[config.mk]
export PLATFORM = sky130hd
export DESIGN_NAME = dct_quantizer_arbiter
export DESIGN_NICKNAME = d
export VERILOG_FILES = /design/src/rtl/jfpjc_pkg.sv /design/src/rtl/rr_arbiter.sv /design/src/rtl/dct_quantizer_arbiter.sv
export SDC_FILE = /design/constraint.sdc
export NUM_CORES = 1
export LEC_CHECK = 0
export CORE_ASPECT_RATIO = 1.5
export CORE_MARGIN = 2
export CORE_UTILIZATION = 30
export DETAILED_ROUTE_END_ITERATION = 16
export PLACE_DENSITY = 0.6
export SLEW_MARGIN = 20
export SYNTH_ARGS = -nofsm -noshare
export SYNTH_HDL_FRONTEND = slang
export SYNTH_SLANG_ARGS = --single-unit
[constraint.sdc]
create_clock -name clock -period 7 [get_ports clock]
set_input_delay 2.1 -clock clock [delete_from_list [all_inputs] [get_ports clock]]
set_output_delay 2.1 -clock clock [all_outputs]
set_load 0.02 [all_outputs]
[src/rtl/jfpjc_pkg.sv]
// rtl/jfpjc_pkg.sv - shared constants and types for the jfpjc DCT-to-quantizer path
package jfpjc_pkg;
  localparam int BLOCK_COEFS = 64;
  localparam int COEF_W      = 16;
  localparam int IDX_W       = 6;
  localparam int TAG_W       = 8;
  localparam int SEQ_LSB     = 6;

  typedef enum logic [1:0] {
    IDLE,
    FETCH,
    DRAIN,
    RELEASE
  } arb_state_e;
endpackage

[src/rtl/rr_arbiter.sv]
// rtl/rr_arbiter.sv - N-way round-robin pick starting at a registered pointer
module rr_arbiter #(
  parameter int N = 5,
  parameter int W = 3
) (
  input  logic         clock_i,
  input  logic         reset_i,
  input  logic         clear_i,
  input  logic         advance_i,
  input  logic [W-1:0] last_i,
  input  logic [N-1:0] req_i,
  output logic [W-1:0] pick_o,
  output logic         valid_o
);
  logic [W-1:0] ptr_q;
  logic [W-1:0] base;
  int           idx;

  // A clear in the same cycle as a request already searches from zero.
  assign base = clear_i ? '0 : ptr_q;

  always_comb begin
    pick_o  = '0;
    valid_o = 1'b0;
    idx     = 0;
    for (int k = N - 1; k >= 0; k--) begin
      idx = int'(base) + k;
      if (idx >= N) idx = idx - N;
      if (req_i[idx]) begin
        pick_o  = W'(idx);
        valid_o = 1'b1;
      end
    end
  end

  always_ff @(posedge clock_i) begin
    if (reset_i || clear_i) begin
      ptr_q <= '0;
    end else if (advance_i) begin
      ptr_q <= (last_i == W'(N - 1)) ? '0 : last_i + W'(1);
    end
  end
endmodule

[src/rtl/dct_quantizer_arbiter.sv]
// rtl/dct_quantizer_arbiter.sv - shares one quantizer between the column DCT engines
module dct_quantizer_arbiter
  import jfpjc_pkg::*;
#(
  parameter int N_SRC  = 5,
  parameter int COEF_W = jfpjc_pkg::COEF_W,
  parameter int SRC_W  = 3
) (
  input  logic                      clock,
  input  logic                      reset,
  input  logic                      frame_start,
  input  logic [N_SRC-1:0]          block_ready,
  output logic [N_SRC-1:0]          block_release,
  output logic [IDX_W-1:0]          fetch_addr,
  output logic                      fetch_en,
  input  logic [N_SRC*COEF_W-1:0]   fetch_data,
  output logic [COEF_W-1:0]         coef_out,
  output logic                      coef_valid,
  input  logic                      coef_ready,
  output logic [TAG_W-1:0]          coef_tag,
  output logic [SRC_W-1:0]          coef_src
);
  arb_state_e       state_q;
  logic [SRC_W-1:0] grant_q;
  logic [IDX_W-1:0] issue_cnt_q;
  logic [IDX_W-1:0] rd_idx_q;
  logic [1:0]       seq_q;
  logic [N_SRC-1:0] release_q;
  logic             rd_pend_q;

  logic [COEF_W-1:0] fifo_coef_q [2];
  logic [TAG_W-1:0]  fifo_tag_q  [2];
  logic              fifo_rd_q;
  logic              fifo_wr_q;
  logic [1:0]        fifo_cnt_q;
  logic [1:0]        fifo_cnt_d;

  logic [2:0]        occupancy;
  logic              pop;
  logic              issue;
  logic              arb_valid;
  logic              arb_clear;
  logic              arb_advance;
  logic [SRC_W-1:0]  arb_pick;
  logic [COEF_W-1:0] rd_data;

  assign coef_valid = (fifo_cnt_q != 2'd0);
  assign pop        = coef_valid && coef_ready;

  // Credit counts the entry leaving this cycle, so a 2-deep skid sustains one read per cycle.
  assign occupancy  = {1'b0, fifo_cnt_q} + {2'b00, rd_pend_q} - {2'b00, pop};
  assign issue      = (state_q == FETCH) && (occupancy < 3'd2);
  assign fifo_cnt_d = fifo_cnt_q + {1'b0, rd_pend_q} - {1'b0, pop};

  assign rd_data       = fetch_data[grant_q*COEF_W +: COEF_W];
  assign fetch_en      = issue;
  assign fetch_addr    = issue_cnt_q;
  assign coef_out      = fifo_coef_q[fifo_rd_q];
  assign coef_tag      = fifo_tag_q[fifo_rd_q];
  assign coef_src      = grant_q;
  assign block_release = release_q;

  assign arb_clear   = frame_start && (state_q == IDLE);
  assign arb_advance = (state_q == RELEASE);

  rr_arbiter #(
    .N (N_SRC),
    .W (SRC_W)
  ) u_rr (
    .clock_i   (clock),
    .reset_i   (reset),
    .clear_i   (arb_clear),
    .advance_i (arb_advance),
    .last_i    (grant_q),
    .req_i     (block_ready),
    .pick_o    (arb_pick),
    .valid_o   (arb_valid)
  );

  always_ff @(posedge clock) begin
    if (reset) begin
      state_q        <= IDLE;
      grant_q        <= '0;
      issue_cnt_q    <= '0;
      rd_idx_q       <= '0;
      seq_q          <= '0;
      release_q      <= '0;
      rd_pend_q      <= 1'b0;
      fifo_coef_q[0] <= '0;
      fifo_coef_q[1] <= '0;
      fifo_tag_q[0]  <= '0;
      fifo_tag_q[1]  <= '0;
      fifo_rd_q      <= 1'b0;
      fifo_wr_q      <= 1'b0;
      fifo_cnt_q     <= '0;
    end else begin
      rd_pend_q  <= issue;
      rd_idx_q   <= issue_cnt_q;
      fifo_cnt_q <= fifo_cnt_d;
      release_q  <= '0;
      if (rd_pend_q) begin
        fifo_coef_q[fifo_wr_q] <= rd_data;
        fifo_tag_q[fifo_wr_q]  <= {seq_q, rd_idx_q};
        fifo_wr_q              <= ~fifo_wr_q;
      end
      if (pop) fifo_rd_q <= ~fifo_rd_q;

      case (state_q)
        IDLE: begin
          if (frame_start) seq_q <= '0;
          if (arb_valid) begin
            grant_q     <= arb_pick;
            issue_cnt_q <= '0;
            state_q     <= FETCH;
          end
        end
        FETCH: begin
          if (issue) begin
            issue_cnt_q <= issue_cnt_q + IDX_W'(1);
            if (issue_cnt_q == IDX_W'(BLOCK_COEFS - 1)) state_q <= DRAIN;
          end
        end
        DRAIN: begin
          // Leave as the last coefficient is accepted so the release lands on the next cycle.
          if (fifo_cnt_d == 2'd0) begin
            release_q <= N_SRC'(1) << grant_q;
            state_q   <= RELEASE;
          end
        end
        RELEASE: begin
          seq_q   <= seq_q + 2'd1;
          state_q <= IDLE;
        end
        default: state_q <= IDLE;
      endcase
    end
  end
endmodule

==> results of run 1 <==
## sequential cells by signal, summed over array words and instances (netlist names), 2 cells and up, named ones only
name and count:
fifo_coef_q 32, coef_src 3, rd_idx_q 6, u_rr.ptr_q 3, block_release 5, fifo_tag_q 16
state_q 2, seq_q 2, fifo_cnt_q 2, fetch_addr 6
## area by class of cell
cell class / count / area (um^2)
clock buffers: 10 / 229.0
inverters: 24 / 97.59
clock inverters: 6 / 66.31
fillers: 1649 / 9906
well taps: 210 / 262.8
repair buffers: 133 / 1319
flip-flops and latches: 81 / 2103
multi-input cells: 406 / 2708
## metal layers
metal | vias to the layer above | share of wire, %
li1 | 2221 | -
met1 | 2129 | 38
met2 | 97 | 56
met3 | 23 | 4.4
met4 | 0 | 2.0
met5 | - | 0
## cell usage in the layout (no fill, tap or decap), types with 3 or more instances in the layout
cell / instances
sky130_fd_sc_hd__a21o_1: 5
sky130_fd_sc_hd__a21oi_1: 36
sky130_fd_sc_hd__a22oi_1: 18
sky130_fd_sc_hd__a311oi_1: 4
sky130_fd_sc_hd__a31oi_1: 4
sky130_fd_sc_hd__and2_1: 16
sky130_fd_sc_hd__and3_1: 3
sky130_fd_sc_hd__buf_4: 5
sky130_fd_sc_hd__clkbuf_16: 9
sky130_fd_sc_hd__clkdlybuf4s50_1: 128
sky130_fd_sc_hd__dfxtp_1: 32
sky130_fd_sc_hd__edfxtp_1: 48
sky130_fd_sc_hd__ha_1: 17
sky130_fd_sc_hd__inv_1: 21
sky130_fd_sc_hd__mux2_2: 25
sky130_fd_sc_hd__mux2i_1: 6
sky130_fd_sc_hd__nand2_1: 42
sky130_fd_sc_hd__nand2b_1: 6
sky130_fd_sc_hd__nand3_1: 12
sky130_fd_sc_hd__nand3b_1: 3
sky130_fd_sc_hd__nand4_1: 3
sky130_fd_sc_hd__nor2_1: 74
sky130_fd_sc_hd__nor2b_1: 10
sky130_fd_sc_hd__nor3_1: 6
sky130_fd_sc_hd__nor3b_1: 3
sky130_fd_sc_hd__nor4_1: 3
sky130_fd_sc_hd__o211ai_1: 5
sky130_fd_sc_hd__o21ai_0: 14
sky130_fd_sc_hd__o22a_1: 18
sky130_fd_sc_hd__o22ai_1: 17
sky130_fd_sc_hd__o32ai_1: 3
sky130_fd_sc_hd__or3_1: 7
sky130_fd_sc_hd__xnor2_1: 8
## final timing paths
check                  start       endpoint  slack, ps  cells past startpoint
setup / recovery  coef_ready       fetch_en        300                     11
hold / removal     fifo_rd_q       register        510                      2
setup reg to reg  state_q[0]  fetch_addr[0]       3140                     13
hold reg to reg    fifo_rd_q       register        510                      2
## synthesized netlist by cell type, types with 8 or more instances
library cell               number  area share, %
sky130_fd_sc_hd__o22ai_1       17            2.1
sky130_fd_sc_hd__ha_1          17            4.2
sky130_fd_sc_hd__a22oi_1       18            2.7
sky130_fd_sc_hd__a21oi_1       36            3.5
sky130_fd_sc_hd__and2_1        16            2.0
sky130_fd_sc_hd__nor2_1        74            5.5
sky130_fd_sc_hd__o21ai_0       14            1.4
sky130_fd_sc_hd__nor2b_1       10            1.2
sky130_fd_sc_hd__dfxtp_1       33             13
sky130_fd_sc_hd__edfxtp_1      48             28
sky130_fd_sc_hd__inv_1         21            1.5
sky130_fd_sc_hd__nand2_1       42            3.1
sky130_fd_sc_hd__mux2_2        25            5.5
sky130_fd_sc_hd__nand3_1       12            1.2
sky130_fd_sc_hd__o22a_1        18            3.1
sky130_fd_sc_hd__xnor2_1        8            1.4
sky130_fd_sc_hd__clkbuf_1      26            1.9
## critical path: cells and delay by family
| family | cells | cell delay [ps] |
|---|---|---|
| buffers and inverters | 5 | 1250 |
| and+or+nand+nor | 2 | 280 |
| adders and majority gates | 3 | 760 |
| xor gates and xnor gates | 1 | 200 |
## power by group
group	switching [W]	internal, W
clock network	0.000182	0.000277
registers	0.0000573	0.000578
logic	0.000585	0.000431
## logic make-up after synthesis
group / Yosys count
AND/OR/NAND/NOR: 197
AO/OA/AOI/OAI: 150
flip-flops: 81
buffers and inverters: 61
multiplexers: 33
adder cells (fa/ha/maj): 18
XOR/XNOR: 8
## metrics by stage
stage / setup slack, ps / area, um^2 / hold slack [ps]
after global routing: 118.6 / 6785 / 540.1
after global placement: 334.7 / 6489 / 491.0
after CTS: 279.1 / 6784 / 517.5
after floorplan: 1349 / 5090 / 478.2
after detailed placement: 285.9 / 6489 / 501.2
final: 301.3 / 6785 / 514.1
==> qor.tcl, run 1 <==
set qor(synth.yosys.warnings) 0
set qor(global_route.usage.met2_pct) 33.32
set qor(post_synth_fa_ha_maj_area_fraction_pct) 4.572
set qor(cellPowerDensity_nw_per_um2) 311.1
set qor(startpoint_kind_of_the_worst_setup_timing_path) {input pin}
set qor(gr-max-usage-layer) {met2}
set qor(gr-usage-met3_pct) 2.035
set qor(critical_path_arrival_ps) 4600
set qor(synth_cells) 548
set qor(wl_mm) 15.07
set qor(worstMarginPinSlew_ps) 1009
set qor(cts.reportedPaths.clkPinSlew_ps) 60
set qor(synth_edf_count) 48
set qor(drcViolationCount) 0
set qor(endpoint_kind) {output port}
set qor(layout.core_utilization_pct) 40.65
set qor(vertical_die_dimension_um) 163.5
set qor(synthFlopType) {sky130_fd_sc_hd__edfxtp_1}
set qor(insertion_delay_ps) 330
set qor(final_period_minus_worst_setup_slack_ps) 6699
set qor(compound_gate_portion_of_the_synthesized_area_pct) 20.82
set qor(rel_slew_slack_pct) 32.52
set qor(cts_tree) {yes}
set qor(synth_top_family_by_area) {compound AO/OA/AOI/OAI gates}
set qor(critical_path_class) {in2out}
set qor(final_cells) 870
set qor(cp_slowest_stage_delay_ps) 600
set qor(slowest_stage) {sky130_fd_sc_hd__clkdlybuf4s50_1}
set qor(avgRoutedWirePerCell_um) 17.32
set qor(finalNetCount) 762
set qor(placementRows) 58
set qor(synthDistinctLibCells) 70
set qor(total_power_w) 0.002111
set qor(design.die.area_um2) 18050
set qor(via_per_instance_ratio) 5.138
set qor(boundaryPins) 129
set qor(cpMostUsedCell) {sky130_fd_sc_hd__inv_1}
set qor(synth-seq-area-share_pct) 41.30
set qor(postSynth.asyncResetShare_pct) 0
set qor(cts_max_path_buffers) 2
set qor(yosys_register_bits) 81
set qor(status) {finished, final reports clean}
set qor(synth.area.mux_share_pct) 7.596
set qor(total_leakage_power_nw) 2.477
set qor(grt_pass1_vias) 4606
set qor(grt_max_degree) 37
set qor(synth.avg_cell_area_um2) 9.288
set qor(fmaxAchievable_mhz) 149.3
set qor(grt_setup_unrepaired) {false}
set qor(timing.critical_path.fanout_max) 3
set qor(final.period_utilization_pct) 95.70
set qor(cts.root.buffer_cell) {sky130_fd_sc_hd__clkbuf_16}
set qor(worst_ir_drop_vdd_mv) 0.1675
set qor(crit_chain) {clkdlybuf4s50_1, and2_1, ha_1, inv_1, ha_1, inv_1, fa_1, xnor2_1, nand3_1, inv_1, clkdlybuf4s50_1}
set qor(post_cts_resize_count) 0
set qor(die_w_um) 110.4
set qor(drive_gt1_share_pct) 9.242
set qor(cts.sink_count) 81
set qor(grt.total_usage_pct) 17.24
set qor(hp-class) {reg2reg}
set qor(route.antenna.remaining_nets) 0
set qor(totalNegativeSetupSlack_ps) 0
set qor(start_util_pct) 30.49
set qor(hold_violations) 0
set qor(post_cts.repair.setup_buffers) 0
set qor(grt_first_pass_wirelength_mm) 24.05
set qor(maxSlewViolCount) 0
set qor(antenna_found_initial) 0
set qor(synth.cell_area_um2) 5090
set qor(finalSetupViolCount) 0
set qor(fp.coreArea_um2) 16690
set qor(synth_xor_area_share_pct) 1.377
set qor(flow.area_growth_from_synthesis_pct) 33.31
set qor(cts-hold-fix-buffers) 0
set qor(grt-ovfl-total) 0
set qor(drt_iter0_drc) 282
set qor(htree_levels) 3
set qor(worst_ep_required_time_ps) 4900
set qor(placed_cells_incl_taps) 854
set qor(vias) 4470
set qor(antenna-diode-count) 0
set qor(met1_usage_pct) 18.81
set qor(hpwl_mm) 11.40
set qor(max-cap-violations) 0
set qor(numCtsBuffers) 9
set qor(post_route_clock_skew_ps) 6.226
set qor(finalWeightedCongestion) 0.8478
set qor(synthSimpleGateAreaFrac_pct) 18.83
set qor(numPortBuffers) 128
set qor(synth.net_count) 655
set qor(drt_first_pass_iters) 4
No activity file was read; power rests on OpenSTA's default activity.
==> run 2, diff against run 1 <==
--- a/config.mk
+++ b/config.mk
@@ -8,6 +8,7 @@
 export CORE_ASPECT_RATIO = 1.5
 export CORE_MARGIN = 2
 export CORE_UTILIZATION = 30
+export CTS_CLUSTER_DIAMETER = 50
 export DETAILED_ROUTE_END_ITERATION = 16
 export PLACE_DENSITY = 0.6
 export SLEW_MARGIN = 20
==> results of run 2 <==
The final DEF is identical to that of run 1; final timing and power are the same.
==> run 3, diff against run 2 <==
--- a/config.mk
+++ b/config.mk
@@ -5,8 +5,8 @@
 export SDC_FILE = /design/constraint.sdc
 export NUM_CORES = 1
 export LEC_CHECK = 0
+export CAP_MARGIN = 0
 export CORE_ASPECT_RATIO = 1.5
-export CORE_MARGIN = 2
 export CORE_UTILIZATION = 30
 export CTS_CLUSTER_DIAMETER = 50
 export DETAILED_ROUTE_END_ITERATION = 16
==> run 3 against run 2 <==
Effect of this change:
- global-route usage grew 0.63 points
- non-clock buffer count is the same
- first-iteration DRC count shrank 4.3%
- sequential share of layout area is essentially flat
- clock power is essentially flat
- combinational power is essentially flat
- critical path type unchanged
- power grew 0.18%
- flip-flop and latch count is the same
==> qor.tcl, run 3 (synthesized netlist as in run 1, its figures left out) <==
set qor(cts.sink_count) 81
set qor(cts-hold-fix-buffers) 0
set qor(cts_tree) {yes}
set qor(max_flop_register) {fifo_coef_q}
set qor(finalWeightedCongestion) 0.9260
set qor(critical_path_arrival_ps) 4630
set qor(grt_pass1_vias) 4662
set qor(setup.worst_path.end) {fetch_en}
set qor(hold_violations) 0
set qor(cts.root.buffer_cell) {sky130_fd_sc_hd__clkbuf_16}
set qor(cts.reportedPaths.clkPinSlew_ps) 60
set qor(placedInstanceArea_um2) 6489
set qor(regToRegEndpoint) {fetch_addr[4]}
set qor(hpwl_mm) 11.70
set qor(worst_ir_drop_vdd_mv) 0.1507
set qor(timing.critical_path.fanout_max) 3
set qor(top_regs) {fifo_coef_q (32), fifo_tag_q (16)}
set qor(max-cap-violations) 0
set qor(worstMarginPinSlew_ps) 1030
set qor(post_route_clock_skew_ps) 5.541
set qor(via_per_instance_ratio) 5.271
set qor(drt_first_pass_iters) 5
set qor(drt_iter0_drc) 270
set qor(fp.coreArea_um2) 16690
set qor(maxSlewViolCount) 0
set qor(antenna_found_initial) 0
set qor(largest_register_ff_count) 32
set qor(rr_startpoint) {state_q[0]}
set qor(drcViolationCount) 0
set qor(grt_setup_unrepaired) {false}
set qor(flop2flop_setup_slack_ps) 3110
set qor(design.die.area_um2) 17500
set qor(route.antenna.remaining_nets) 0
set qor(die_w_um) 108.4
set qor(grt_first_pass_wirelength_mm) 24.02
set qor(totalNegativeSetupSlack_ps) 0
set qor(fmaxAchievable_mhz) 148.6
set qor(placementRows) 58
set qor(vias) 4586
set qor(top_library_cells_by_usage_in_the_layout_fill_and_taps_aside) {sky130_fd_sc_hd__clkdlybuf4s50_1 (128), sky130_fd_sc_hd__nor2_1 (74), sky130_fd_sc_hd__edfxtp_1 (48)}
set qor(grt_max_degree) 38
set qor(total_leakage_power_nw) 2.476
set qor(boundaryPins) 129
set qor(hp-class) {reg2reg}
set qor(finalNetCount) 762
set qor(htree_levels) 3
set qor(drive_gt1_share_pct) 9.242
set qor(flow.area_growth_from_synthesis_pct) 33.23
set qor(endpoint_kind) {output port}
set qor(startpoint_kind_of_the_worst_setup_timing_path) {input pin}
set qor(wl_mm) 15.67
set qor(start_util_pct) 30.49
set qor(grt-ovfl-total) 0
set qor(avgRoutedWirePerCell_um) 18.01
set qor(finalSetupViolCount) 0
set qor(grt.total_usage_pct) 17.87
set qor(critical_path_class) {in2out}
set qor(vertical_die_dimension_um) 161.5
set qor(final_period_minus_worst_setup_slack_ps) 6728
set qor(final.period_utilization_pct) 96.11
set qor(cellPowerDensity_nw_per_um2) 311.8
set qor(worst_ep_required_time_ps) 4900
set qor(cts_max_path_buffers) 2
set qor(rel_slew_slack_pct) 31.32
set qor(status) {finished, final reports clean}
set qor(numCtsBuffers) 9
set qor(worst_setup_path_startpoint) {coef_ready}
set qor(layout.cells.most_common) {sky130_fd_sc_hd__clkdlybuf4s50_1}
set qor(insertion_delay_ps) 330
set qor(numPortBuffers) 128
set qor(antenna-diode-count) 0
set qor(post_cts_resize_count) 0
set qor(post_cts.repair.setup_buffers) 0
set qor(layout.cell_area.non_filler_um2) 6782
set qor(worstRegToRegCells) 13
==> run 3: worst min-delay path by stage <==
stage,end,startpoint,cells past startpoint
after floorplan,seq_q[1],seq_q[1],2
after global placement,seq_q[1],seq_q[1],2
after detailed placement,register,fifo_rd_q,2
after CTS,register,fifo_rd_q,2
after global routing,fifo_tag_q[1][4],rd_idx_q[4],1
final,register,fifo_rd_q,2
==> run 3: worst max-delay path, stage by stage <==
cell and delay, ps:
sky130_fd_sc_hd__clkdlybuf4s50_1 450, sky130_fd_sc_hd__and2_1 150, sky130_fd_sc_hd__ha_1 240, sky130_fd_sc_hd__inv_1 70, sky130_fd_sc_hd__ha_1 140, sky130_fd_sc_hd__inv_1 50, sky130_fd_sc_hd__fa_1 370, sky130_fd_sc_hd__xnor2_1 200
sky130_fd_sc_hd__nand3_1 140, sky130_fd_sc_hd__inv_1 110, sky130_fd_sc_hd__clkdlybuf4s50_1 600
==> run 3: metrics by stage <==
stage | instances | util [%] | hold WS [ps] | power [W] | worst slack (ps)
floorplan | 548 | - | 478.2 | 0.001317 | 1349
global placement | 854 | 38.88 | 495.9 | 0.001655 | 346.2
detailed placement | 854 | 38.88 | 505.5 | 0.001677 | 293.9
CTS | 870 | 40.62 | 513.9 | 0.002137 | 270.0
global route | 870 | 40.63 | 539.7 | 0.002248 | 113.2
finish | 870 | 40.63 | 511.0 | 0.002115 | 272.0
==> run 3: report_power, final <==
group	switching (W)	leakage, nW	internal [W]	total, W
Combinational	0.000593	1.57	0.000433	0.00103
Clock	0.000180	0.136	0.000276	0.000456
Sequential	0.0000551	0.766	0.000578	0.000633
==> run 3: layout make-up <==
type | count | area [um^2]
Fill cell | 1671 | 9910
Clock inverter | 5 | 58.81
Inverter | 24 | 97.59
Clock buffer | 11 | 232.7
Timing Repair Buffer | 133 | 1319
Tap cell | 210 | 262.8
Multi-Input combinational cell | 406 | 2708
Sequential cell | 81 | 2103
==> run 3: layer usage <==
layer	GRT usage, %	routed length, um	vias up
met5	0	0	-
met2	35.00	8714	121
li1	-	-	2219
met4	7.187	475	0
met1	18.82	5929	2217
met3	1.897	547	29
